## config.mk

```make
export PLATFORM = sky130hd
export DESIGN_NAME = sfx_sequencer_flat
export DESIGN_NICKNAME = d
export VERILOG_FILES = /design/src/rtl/sfx_pkg.sv /design/src/rtl/sfx_sequencer_if.sv /design/src/rtl/note_timer.sv /design/src/rtl/sfx_sequencer.sv /design/src/flat_wrapper.sv
export SDC_FILE = /design/constraint.sdc
export NUM_CORES = 1
export LEC_CHECK = 0
export BUFFER_PORTS_ARGS = -buffer_cell sky130_fd_sc_hd__buf_2
export CAP_MARGIN = 20
export CELL_PAD_IN_SITES_DETAIL_PLACEMENT = 1
export CELL_PAD_IN_SITES_GLOBAL_PLACEMENT = 1
export CORE_ASPECT_RATIO = 1.1
export CORE_MARGIN = 4
export CORE_UTILIZATION = 35
export CTS_CLUSTER_SIZE = 25
export DETAILED_ROUTE_END_ITERATION = 10
export PLACE_DENSITY_LB_ADDON = 0.25
export SLEW_MARGIN = 40
export SYNTH_ARGS = -nofsm -noshare
export SYNTH_HDL_FRONTEND = slang
export SYNTH_SLANG_ARGS = --single-unit
```

## constraint.sdc

```tcl
create_clock -name clk -period 6.1 [get_ports clk]
set_input_delay 1.22 -clock clk [delete_from_list [all_inputs] [get_ports clk]]
set_output_delay 1.22 -clock clk [all_outputs]
set_load 0.005 [all_outputs]
```

## src/rtl/sfx_pkg.sv

```systemverilog
`default_nettype none
// ============================================================================
// Module   : sfx_pkg
// Brief    : State encoding, tone codes and jingle note tables for sfx_sequencer
// Revision : 1.0
// ============================================================================
package sfx_pkg;

    typedef enum logic [2:0] {
        ST_IDLE = 3'd0,
        ST_MOVE = 3'd1,
        ST_BEEP = 3'd2,
        ST_WIN  = 3'd3,
        ST_OVER = 3'd4
    } state_t;

    localparam logic [2:0] TONE_OFF   = 3'd0;
    localparam logic [2:0] TONE_UP    = 3'd1;
    localparam logic [2:0] TONE_DOWN  = 3'd2;
    localparam logic [2:0] TONE_RIGHT = 3'd3;
    localparam logic [2:0] TONE_LEFT  = 3'd4;
    localparam logic [2:0] TONE_BEEP  = 3'd6;

    // Entry [0] is played first; unused OVER slot is padded with silence.
    localparam logic [3:0][2:0] WIN_NOTES  = {3'd5, 3'd3, 3'd2, 3'd1};
    localparam logic [3:0][2:0] OVER_NOTES = {3'd0, 3'd1, 3'd3, 3'd5};
    localparam int              WIN_LEN    = 4;
    localparam int              OVER_LEN   = 3;
    localparam logic [1:0]      WIN_LAST   = 2'(WIN_LEN - 1);
    localparam logic [1:0]      OVER_LAST  = 2'(OVER_LEN - 1);

    // btns = {up, down, right, left}; up has the highest priority.
    function automatic logic [2:0] key_tone(input logic [3:0] b);
        if (b[3])      return TONE_UP;
        else if (b[2]) return TONE_DOWN;
        else if (b[1]) return TONE_RIGHT;
        else if (b[0]) return TONE_LEFT;
        else           return TONE_OFF;
    endfunction

endpackage
`default_nettype wire

```

## src/rtl/sfx_sequencer_if.sv

```systemverilog
`default_nettype none
// ============================================================================
// Module   : sfx_sequencer_if
// Brief    : Game-event inputs and Audio-drive outputs of the sound sequencer
// Revision : 1.0
// ============================================================================
interface sfx_sequencer_if;
    logic [3:0] btns;
    logic       collide;
    logic       level_win;
    logic       game_over;
    logic       en_i;
    logic [2:0] sel;
    logic       audio_en;
    logic       busy;
    logic       freeze;

    modport master (
        output btns, collide, level_win, game_over, en_i,
        input  sel, audio_en, busy, freeze
    );

    modport slave (
        input  btns, collide, level_win, game_over, en_i,
        output sel, audio_en, busy, freeze
    );
endinterface
`default_nettype wire

```

## src/rtl/note_timer.sv

```systemverilog
`default_nettype none
// ============================================================================
// Module   : note_timer
// Brief    : Loadable down-counter; expire pulses while enabled at zero
// Revision : 1.0
// ============================================================================
module note_timer #(
    parameter int CNT_W = 24
) (
    input  wire logic             clk,
    input  wire logic             rst,
    input  wire logic             load,
    input  wire logic [CNT_W-1:0] load_val,
    input  wire logic             tick_en,
    output logic                  expire
);

    logic [CNT_W-1:0] r_count;

    always_ff @(posedge clk) begin
        if (!rst) begin
            r_count <= '0;
        end else if (load) begin
            r_count <= load_val;
        end else if (tick_en && (r_count != '0)) begin
            r_count <= r_count - 1'b1;
        end
    end

    // Loading N-1 and expiring at 0 yields exactly N enabled cycles.
    assign expire = tick_en && (r_count == '0);

endmodule
`default_nettype wire

```

## src/rtl/sfx_sequencer.sv

```systemverilog
`default_nettype none
// ============================================================================
// Module   : sfx_sequencer
// Brief    : Priority arbiter driving the single Audio tone generator
// Revision : 1.0
// ============================================================================
module sfx_sequencer
    import sfx_pkg::*;
#(
    parameter int NOTE_TICKS = 12_500_000,
    parameter int BEEP_TICKS = 5_000_000,
    parameter int CNT_W      = 24
) (
    input  wire logic     clk,
    input  wire logic     rst,
    sfx_sequencer_if.slave bus
);

    state_t           r_state;
    logic [1:0]       r_note;
    logic [2:0]       r_sel;
    logic             r_audio_en;
    logic             r_busy;
    logic             r_freeze;

    logic             w_in_jingle;
    logic             w_go_over;
    logic             w_go_win;
    logic             w_go_beep;
    logic             w_expire;
    logic             w_last_note;
    logic [1:0]       w_note_next;
    logic             w_load;
    logic [CNT_W-1:0] w_load_val;

    assign w_in_jingle = (r_state == ST_WIN) || (r_state == ST_OVER);
    assign w_go_over   = bus.game_over && (r_state != ST_OVER);
    assign w_go_win    = bus.level_win && !w_in_jingle;
    assign w_go_beep   = bus.collide && !w_in_jingle;
    assign w_last_note = ((r_state == ST_WIN)  && (r_note == WIN_LAST)) ||
                         ((r_state == ST_OVER) && (r_note == OVER_LAST));
    assign w_note_next = (r_note == 2'd3) ? r_note : r_note + 2'd1;

    always_comb begin
        w_load     = w_go_over || w_go_win || w_go_beep ||
                     (w_in_jingle && w_expire && !w_last_note);
        w_load_val = CNT_W'(NOTE_TICKS - 1);
        if (w_go_beep && !w_go_over && !w_go_win) begin
            w_load_val = CNT_W'(BEEP_TICKS - 1);
        end
    end

    note_timer #(
        .CNT_W    (CNT_W)
    ) u_note_timer (
        .clk      (clk),
        .rst      (rst),
        .load     (w_load),
        .load_val (w_load_val),
        .tick_en  (r_busy),
        .expire   (w_expire)
    );

    always_ff @(posedge clk) begin
        if (!rst) begin
            r_state    <= ST_IDLE;
            r_note     <= 2'd0;
            r_sel      <= TONE_OFF;
            r_audio_en <= 1'b0;
            r_busy     <= 1'b0;
            r_freeze   <= 1'b0;
        end else begin
            r_audio_en <= bus.en_i;
            if (w_go_over) begin
                r_state  <= ST_OVER;
                r_note   <= 2'd0;
                r_sel    <= OVER_NOTES[0];
                r_busy   <= 1'b1;
                r_freeze <= 1'b1;
            end else if (w_go_win) begin
                r_state  <= ST_WIN;
                r_note   <= 2'd0;
                r_sel    <= WIN_NOTES[0];
                r_busy   <= 1'b1;
                r_freeze <= 1'b1;
            end else if (w_go_beep) begin
                r_state  <= ST_BEEP;
                r_note   <= 2'd0;
                r_sel    <= TONE_BEEP;
                r_busy   <= 1'b1;
                r_freeze <= 1'b0;
            end else begin
                case (r_state)
                    ST_IDLE, ST_MOVE: begin
                        if (bus.btns != 4'd0) begin
                            r_state <= ST_MOVE;
                            r_sel   <= key_tone(bus.btns);
                        end else begin
                            r_state    <= ST_IDLE;
                            r_sel      <= TONE_OFF;
                            r_audio_en <= 1'b0;
                        end
                    end
                    ST_BEEP, ST_WIN, ST_OVER: begin
                        // A finished effect always passes through IDLE, even with keys held.
                        if (w_expire && (r_state == ST_BEEP || w_last_note)) begin
                            r_state    <= ST_IDLE;
                            r_note     <= 2'd0;
                            r_sel      <= TONE_OFF;
                            r_audio_en <= 1'b0;
                            r_busy     <= 1'b0;
                            r_freeze   <= 1'b0;
                        end else if (w_expire) begin
                            r_note <= w_note_next;
                            r_sel  <= (r_state == ST_WIN) ? WIN_NOTES[w_note_next]
                                                          : OVER_NOTES[w_note_next];
                        end
                    end
                    default: begin
                        r_state    <= ST_IDLE;
                        r_note     <= 2'd0;
                        r_sel      <= TONE_OFF;
                        r_audio_en <= 1'b0;
                        r_busy     <= 1'b0;
                        r_freeze   <= 1'b0;
                    end
                endcase
            end
        end
    end

    assign bus.sel      = r_sel;
    assign bus.audio_en = r_audio_en;
    assign bus.busy     = r_busy;
    assign bus.freeze   = r_freeze;

endmodule
`default_nettype wire

```

## src/flat_wrapper.sv

```systemverilog
// flat-port wrapper written by rule: the top's interface ports become plain ports
module sfx_sequencer_flat import sfx_pkg::*;
#(
    parameter int NOTE_TICKS = 12_500_000,
    parameter int BEEP_TICKS = 5_000_000,
    parameter int CNT_W      = 24
)
  (clk, rst, bus_btns, bus_collide, bus_level_win, bus_game_over, bus_en_i, bus_sel, bus_audio_en, bus_busy, bus_freeze);
  sfx_sequencer_if bus_i ();
  input  wire logic clk;
  input  wire logic rst;
  input wire logic [$bits(bus_i.btns)-1:0] bus_btns;
  input wire logic [$bits(bus_i.collide)-1:0] bus_collide;
  input wire logic [$bits(bus_i.level_win)-1:0] bus_level_win;
  input wire logic [$bits(bus_i.game_over)-1:0] bus_game_over;
  input wire logic [$bits(bus_i.en_i)-1:0] bus_en_i;
  output wire logic [$bits(bus_i.sel)-1:0] bus_sel;
  output wire logic [$bits(bus_i.audio_en)-1:0] bus_audio_en;
  output wire logic [$bits(bus_i.busy)-1:0] bus_busy;
  output wire logic [$bits(bus_i.freeze)-1:0] bus_freeze;
  assign bus_i.btns = bus_btns;
  assign bus_i.collide = bus_collide;
  assign bus_i.level_win = bus_level_win;
  assign bus_i.game_over = bus_game_over;
  assign bus_i.en_i = bus_en_i;
  assign bus_sel = bus_i.sel;
  assign bus_audio_en = bus_i.audio_en;
  assign bus_busy = bus_i.busy;
  assign bus_freeze = bus_i.freeze;
  sfx_sequencer #(.NOTE_TICKS(NOTE_TICKS), .BEEP_TICKS(BEEP_TICKS), .CNT_W(CNT_W)) u_core (.clk(clk), .rst(rst), .bus(bus_i));
endmodule
```

==> impl_results.md, run 1 <==
- DR pass1 iterations: 4
- Htree depth: 2
- Final setup TNS: 0 ns
- Period utilisation layout: 42.2%
- Cells after Synth: 253
- Area of the multi-input gates: 1320 sq um
- Setup Buffers After CTS: 0
- Final Hold Fails: 0
- Met2 WL: 2960 um
- CTS Buffer Depth: 2
- Leakage power: 0.819 nW
- Post-synth EDFFs: 0
- Hpwl dp: 4390 um
- Core Area: 5770 sq um
- Clk_lat worst skew: 0.29 ns
- Max-cap check violation count: 0
- Initial antenna violation count: 0
- Seq/Total Area, Yosys: 33.6%
- CTS tree: built
- Syn Nets: 267
- Clk slew on worst S/H paths: 0.07 ns
- I/O Pins: 16
- Remaining DRCs: 0
- Gr ovfl total: 0
- DP Area: 2220 sq um
- Slew @ Worst Pin: 0.844 ns
- Final nets: 280
- Met3 routed wirelength: 225 um
- Setup CP Type: reg -> reg
- Most frequent cell after synthesis: dfxtp_1
- Final Cell Area: 2310 sq um
- Hold path depth: 2
- First-pass GRT wire length: 9920 um
- Area contributors post-synth: dfxtp_1 (34%), a21oi_1 (6.5%), xnor2_1 (5.5%)
- FF+latch area: 701 sq um
- Hold buffer count at cts: 0
- RD Place Congestion: 0.820
- PostCTS Resize Cnt: 0
- Unique masters post-synth: 59
- Effective utilization at floorplan: 36.2%
- Final setup viols: 0
- Area grow syn2layout: 10.6%
- Filler cell count in the final layout: 713
- Logic pwr share: 22.8%
- Worst reg2reg path depth: 5
- Clk root buf: clkbuf_8
- Slew headroom: 43.3%
- Clock share of power: 29.1%
- GRT Overall Usage: 17.7%
- Status: finished clean
- Post-synth top area cell: dfxtp_1
- Post-Route Skew: 0.00919 ns
- Die width: 81.6 um
- Seq cells post-synth: 35
- Worst Path Required: 6.29 ns
- Arrival time worst endpoint: 2.76 ns
- Flop pwr share: 48.0%
- Syn Std Cell Area: 2090 sq um
- Yosys warnings: 0
- # rows: 29
- Die Ht: 89.0 um
- Final worst path period need: 2.57 ns
- Vias: 1971
- Clock sink count: 35
- RSZ-0062 raised after global routing: false
- P_int: 0.377 mW
- Vias per cell: 5.73
- Syn_area_per_cell: 8.24 sq um
- Yosys top cell area share: 33.6%
- Number of diodes: 0
- Pwr/cell area: 245 nW/um^2
- Crit. End Element: flip-flop
- Critical path peak fanout: 7
- Routed met1 length: 2570 um
- Die Area: 7260 sq um
- Final Max Tran Viols: 0
- Share of layout cells above drive strength 1: 13.1%
- IO Port Bufs: 15
- Most used flip-flop cell after synthesis: dfxtp_1
- DR WL/cell: 17.2 um
- Vias in the first global route: 2022
- Routed WL: 5910 um
- Top Metal Used: met4
- Critical Path Source Type: flip-flop
- Switch Pwr: 0.188 mW
- Synth async-reset ratio: 0%
- Max VDD drop: 98.9 uV
- TritonCTS buffer count: 5
- Fmax: 0.388 GHz
- DR iter-0 viols: 51
- ANT nets after route: 0
- Flop2flop setup slack: 3.53 ns
- Largest net degree at the start of global routing: 18
- Synth top cells by count: dfxtp_1 (35), a21oi_1 (27), nand2_1 (21), nor2_1 (21), nor3_1 (16)
- Sw Ratio: 33.4%
- Worst Hold Class: reg -> reg
## routing by layer
layer,global-route usage (%),up-vias
met2,31.7,41
li1,-,968
met3,2.82,16
met4,7.10,0
met1,21.1,946
met5,0,-
## layout by cell type, fill, tap and decap left out, types with 2 or more instances in the layout
cell type  count
dfxtp_1       35
a21oi_1       27
nor2_1        21
nand2_1       21
nor3_1        16
buf_2         15
nand3_1       14
xnor2_1       13
inv_1          9
o21ai_0        7
or3_1          6
o21a_1         5
clkbuf_8       5
o21ai_1        4
nor4_1         4
xor2_1         4
a31oi_1        4
ha_1           4
nand4bb_1      2
nor4_4         2
and2_1         2
o211ai_1       2
a211oi_1       2
a311oi_1       2
nand4_1        2
mux2i_1        2
clkbuf_1       2
## power groups by stage
stage / registers [mW] / logic (mW) / clock network, mW
4_1_cts: 0.271 / 0.129 / 0.172
5_1_grt: 0.274 / 0.145 / 0.180
6_report: 0.271 / 0.129 / 0.165
3_3_place_gp: 0.276 / 0.126 / 0
2_1_floorplan: 0.269 / 0.0973 / 0
3_5_place_dp: 0.277 / 0.129 / 0
## area by class of cell
type	count	area share [%]
Inverter	9	1.46
Tap cell	77	4.18
Timing Repair Buffer	15	3.25
Sequential cell	35	30.4
Clock inverter	1	0.217
Multi-Input combinational cell	200	57.2
Clock buffer	7	3.31
## worst max-delay path, stage by stage (launching register included)
cell and delay (ns):
dfxtp_1 0.35, nor3_1 0.71, nand2_1 0.34, o311ai_2 0.64, o21ai_0 0.22, o21a_1 0.21
## sequential cells by signal (all words and copies together) (netlist names)
register / flops
u_core.u_note_timer.r_count: 24
u_core.bus.sel: 3
u_core.r_state: 3
u_core.r_note: 2
u_core.bus.audio_en: 1
u_core.bus.busy: 1
u_core.bus.freeze: 1
## path summary, 6_finish.rpt
kind | startpoint | end
min | u_core.bus.freeze$_SDFFE_PN0P_ | u_core.bus.freeze$_SDFFE_PN0P_
max reg2reg | u_core.u_note_timer.r_count[6]$_SDFFE_PN0P_ | u_core.u_note_timer.r_count[5]$_SDFFE_PN0P_
max | u_core.u_note_timer.r_count[6]$_SDFFE_PN0P_ | u_core.u_note_timer.r_count[5]$_SDFFE_PN0P_
min reg2reg | u_core.bus.freeze$_SDFFE_PN0P_ | u_core.bus.freeze$_SDFFE_PN0P_
## metrics by stage
| stage | utilization (%) | instances | setup WS (ns) | total power [mW] | hold WS, ns |
|---|---|---|---|---|---|
| 2_1_floorplan | - | 253 | 3.77 | 0.366 | 0.459 |
| 3_3_place_gp | 38.5 | 336 | 3.15 | 0.403 | 0.451 |
| 3_5_place_dp | 38.5 | 336 | 3.05 | 0.405 | 0.472 |
| 4_1_cts | 39.9 | 344 | 3.31 | 0.572 | 0.482 |
| 5_1_grt | 40.0 | 344 | 3.38 | 0.599 | 0.493 |
| 6_report | 40.0 | 344 | 3.53 | 0.565 | 0.476 |
## logic make-up after synthesis
group / synth area share [%]
simple gates: 27.7
compound gates: 24.8
mux: 0.960
buf+inv: 3.48
xor+xnor: 7.14
fa+ha+maj: 2.40
flops: 33.6
Power figures use the tool's default switching activity.
==> run 2: changes to the inputs <==
--- a/config.mk
+++ b/config.mk
@@ -5,6 +5,7 @@
 export SDC_FILE = /design/constraint.sdc
 export NUM_CORES = 1
 export LEC_CHECK = 0
+export ABC_AREA = 1
 export BUFFER_PORTS_ARGS = -buffer_cell sky130_fd_sc_hd__buf_2
 export CAP_MARGIN = 20
 export CELL_PAD_IN_SITES_DETAIL_PLACEMENT = 1
==> constraint.sdc (replaced) <==
create_clock -name clk -period 2.5 [get_ports clk]
set_input_delay 0.5 -clock clk [delete_from_list [all_inputs] [get_ports clk]]
set_output_delay 0.5 -clock clk [all_outputs]
set_load 0.005 [all_outputs]
==> run 2 against run 1 <==
Net effect:
- synthesized area up 11%
- via count up 18%
- critical endpoint is now u_core.u_note_timer.r_count[19]$_SDFFE_PN0P_
- count of clock-buffer cells in the layout down 1
- sequential power up 140%
- synthesized cell count up 42%
- cell area up 11%
- die area up 10%
- worst setup slack worse by 3.2 ns
- largest cell class unchanged
- highest routed layer unchanged
==> impl_results.md, run 2 <==
- Status: finished clean (unchanged)
- Setup Buffers After CTS: 0 (unchanged)
- R2R Path Start: u_core.u_note_timer.r_count[14]$_SDFFE_PN0P_ (was u_core.u_note_timer.r_count[6]$_SDFFE_PN0P_)
- Cells after Synth: 358 (was 253)
- Htree depth: 2 (unchanged)
- Worst Path Required: 2.70 ns (was 6.29 ns)
- RSZ-0062 raised after global routing: false (unchanged)
- Seq/Total Area, Yosys: 30.2% (was 33.6%)
- Yosys warnings: 0 (unchanged)
- Fmax: 0.463 GHz (was 0.388 GHz)
- Post-synth top area cell: dfxtp_1 (unchanged)
- Most frequent cell after synthesis: nand2_1 (was dfxtp_1)
- Synth top cells by count: nand2_1 (80), nor2_1 (66), inv_1 (38) (was dfxtp_1 (35), a21oi_1 (27), nand2_1 (21), nor2_1 (21), nor3_1 (16))
- Max-cap check violation count: 0 (unchanged)
- Max reg flops: 24 (unchanged)
- Synth async-reset ratio: 0% (unchanged)
- Arrival time worst endpoint: 2.36 ns (was 2.76 ns)
- PostCTS Resize Cnt: 0 (unchanged)
- Met2 capacity usage during global routing: 31.0% (was 31.7%)
- Final setup TNS: 0 ns (unchanged)
- Final Max Tran Viols: 0 (unchanged)
- Crit. End Element: flip-flop (unchanged)
- Core Area: 6310 sq um (was 5770 sq um)
- Gr ovfl total: 0 (unchanged)
- CTS Buffer Depth: 2 (unchanged)
- IO Port Bufs: 15 (unchanged)
- Clk root buf: clkbuf_8 (unchanged)
- Max VDD drop: 192 uV (was 98.9 uV)
- Most used flip-flop cell after synthesis: dfxtp_1 (unchanged)
- Remaining DRCs: 0 (unchanged)
- # rows: 30 (was 29)
- Syn Std Cell Area: 2320 sq um (was 2090 sq um)
- Critical path peak fanout: 8 (was 7)
- Area grow syn2layout: 10.3% (was 10.6%)
- Die Ht: 93.4 um (was 89.0 um)
- CP startpoint: u_core.u_note_timer.r_count[14]$_SDFFE_PN0P_ (was u_core.u_note_timer.r_count[6]$_SDFFE_PN0P_)
- Post-Route Skew: 0.00707 ns (was 0.00919 ns)
- Met1 Use GR: 22.4% (was 21.1%)
- Die Area: 7990 sq um (was 7260 sq um)
- Top cell by count, worst path: nor2_1
- Worst Hold Class: in -> reg (was reg -> reg)
- TritonCTS buffer count: 5 (unchanged)
- Initial antenna violation count: 0 (unchanged)
- Area contributors post-synth: dfxtp_1 (30%), nand2_1 (13%), nor2_1 (11%) (was dfxtp_1 (34%), a21oi_1 (6.5%), xnor2_1 (5.5%))
- Gr busiest metal: met2 (unchanged)
- Syn_area_per_cell: 6.48 sq um (was 8.24 sq um)
- Filler cell count in the final layout: 868 (was 713)
- Crit path max-delay family: simple AND/OR/NAND/NOR gates (was compound AO/OA/AOI/OAI gates)
- I/O Pins: 16 (unchanged)
- Largest net degree at the start of global routing: 19 (was 18)
- Routed WL: 6790 um (was 5910 um)
- Critical Path Source Type: flip-flop (unchanged)
- CP max stage delay: 0.36 ns (was 0.71 ns)
- First-pass GRT wire length: 11500 um (was 9920 um)
- Crit-path cells: nor2_1, nand2_1, nor2_1, nand3_1, nand2_1, inv_1, nand3_1, nor2_1, o21ai_0, inv_1 (was nor3_1, nand2_1, o311ai_2, o21ai_0, o21a_1)
- Final nets: 391 (was 280)
- Hold_sp: bus_en_i (was u_core.bus.freeze$_SDFFE_PN0P_)
- Setup CP Type: reg -> reg (unchanged)
- Met3 GRT Util: 3.61% (was 2.82%)
- ANT nets after route: 0 (unchanged)
- Setup WS pre-CTS: 0.390 ns (was 3.05 ns)
- Hold buffer count at cts: 0 (unchanged)
- Area of the multi-input gates: 1420 sq um (was 1320 sq um)
- Final worst path period need: 2.16 ns (was 2.57 ns)
- Unique masters post-synth: 31 (was 59)
- DR pass1 iterations: 4 (unchanged)
- Vias per cell: 5.09 (was 5.73)
- Most common cell after layout, fill and taps aside: nand2_1 (was dfxtp_1)
- Leakage power: 1.16 nW (was 0.819 nW)
- Clk_lat worst skew: 0.30 ns (was 0.29 ns)
- Final Hold Fails: 0 (unchanged)
- Slew headroom: 65.9% (was 43.3%)
- Seq cells post-synth: 35 (unchanged)
- Effective utilization at floorplan: 36.8% (was 36.2%)
- Slew @ Worst Pin: 0.511 ns (was 0.844 ns)
- Clock sink count: 35 (unchanged)
- DR WL/cell: 14.8 um (was 17.2 um)
- Vias in the first global route: 2393 (was 2022)
- RD Place Congestion: 0.873 (was 0.820)
- Yosys top cell area share: 30.2% (was 33.6%)
- DR iter-0 viols: 61 (was 51)
- CTS tree: built (unchanged)
- Pwr/cell area: 572 nW/um^2 (was 245 nW/um^2)
- Slowest cell on crit path: dfxtp_1 (was nor3_1)
- Top reg by flops: u_core.u_note_timer.r_count (unchanged)
- Clk slew on worst S/H paths: 0.08 ns (was 0.07 ns)
- Period utilisation layout: 86.3% (was 42.2%)
- Final WS setup: 0.342 ns (was 3.53 ns)
- Share of layout cells above drive strength 1: 13.5% (was 13.1%)
- FF+latch area: 701 sq um (unchanged)
- Die width: 85.6 um (was 81.6 um)
- Post-synth EDFFs: 0 (unchanged)
- Buf/Inv on CP: 2 (was 0)
- Number of diodes: 0 (unchanged)
- Vias: 2332 (was 1971)
- Final setup viols: 0 (unchanged)
- Hpwl dp: 5300 um (was 4390 um)
- GRT Overall Usage: 18.1% (was 17.7%)
- Syn Nets: 372 (was 267)
- Most frequent cells in the layout: nand2_1 (80), nor2_1 (66), inv_1 (38), dfxtp_1 (35), a21oi_1 (27) (was dfxtp_1 (35), a21oi_1 (27), nor2_1 (21), nand2_1 (21), nor3_1 (16))
==> run 2: cell count changes in the layout (fill, tap and decap cells not counted), sizes merged, moves of 5 or more <==
cell / before / now
nand3: 14 / 25
nand2: 21 / 88
xor2: 4 / 9
nor4: 7 / 0
inv: 9 / 43
nor3: 17 / 2
nand4: 3 / 8
nor2: 21 / 71
xnor2: 13 / 4
or3: 7 / 0
o21ai: 12 / 25
==> run 2: stage by stage <==
stage          hold WS [ns]  area, sq um  power, mW  cells  util (%)
6_report              0.427         2560       1.46    458      40.5
3_5_place_dp          0.489         2470       1.05    450      39.2
3_3_place_gp          0.478         2470       1.05    450      39.2
2_1_floorplan         0.453         2320      0.940    358         -
4_1_cts               0.424         2560       1.48    458      40.5
5_1_grt               0.442         2560       1.56    458      40.5
==> run 2: kinds of logic (layout without fill, tap and decap cells) <==
kind of cell             count (synthesis)  after routing  share of synthesized area (%)
flip-flops                              35             35                           30.2
AO/OA/AOI/OAI                           62             62                           14.7
AND/OR/NAND/NOR                        197            197                           39.6
buffers and inverters                   47             67                           8.36
XOR/XNOR                                13             13                           4.91
adder cells (fa/ha/maj)                  4              4                           2.16
==> run 2: worst register-to-register path, stage by stage (launching register included) <==
cell and delay [ns]:
dfxtp_1 0.36, nor2_1 0.24, nand2_1 0.08, nor2_1 0.26, nand3_1 0.15, nand2_1 0.27, inv_1 0.27, nand3_1 0.18
nor2_1 0.05, o21ai_0 0.15, inv_1 0.06
==> run 2: path summary, 6_finish.rpt <==
check / end / slack [ns] / depth (start not counted)
max reg2reg: u_core.u_note_timer.r_count[19]$_SDFFE_PN0P_ / 0.34 / 10
max: u_core.u_note_timer.r_count[19]$_SDFFE_PN0P_ / 0.34 / 10
min reg2reg: u_core.bus.freeze$_SDFFE_PN0P_ / 0.50 / 2
min: u_core.bus.audio_en$_SDFF_PN0_ / 0.43 / 3
==> run 2: area by class of cell <==
| type | count | area share (%) |
|---|---|---|
| inverter | 43 | 6.41 |
| sequential | 35 | 27.4 |
| tap | 80 | 3.92 |
| clock inverter | 2 | 0.489 |
| timing repair buffer | 16 | 3.23 |
| clock buffer | 6 | 2.84 |
| multi-input combinational | 276 | 55.7 |
==> run 2: power breakdown <==
part           internal [mW]  switching [mW]  total [mW]
combinational          0.125           0.258       0.383
sequential             0.604          0.0530       0.657
clock                  0.195           0.227       0.422
==> run 2: routing by layer <==
metal	up-vias	part of all wire, %
met5	-	0
met4	0	2.1
met3	12	3.9
met2	41	48
met1	1090	46
li1	1189	-
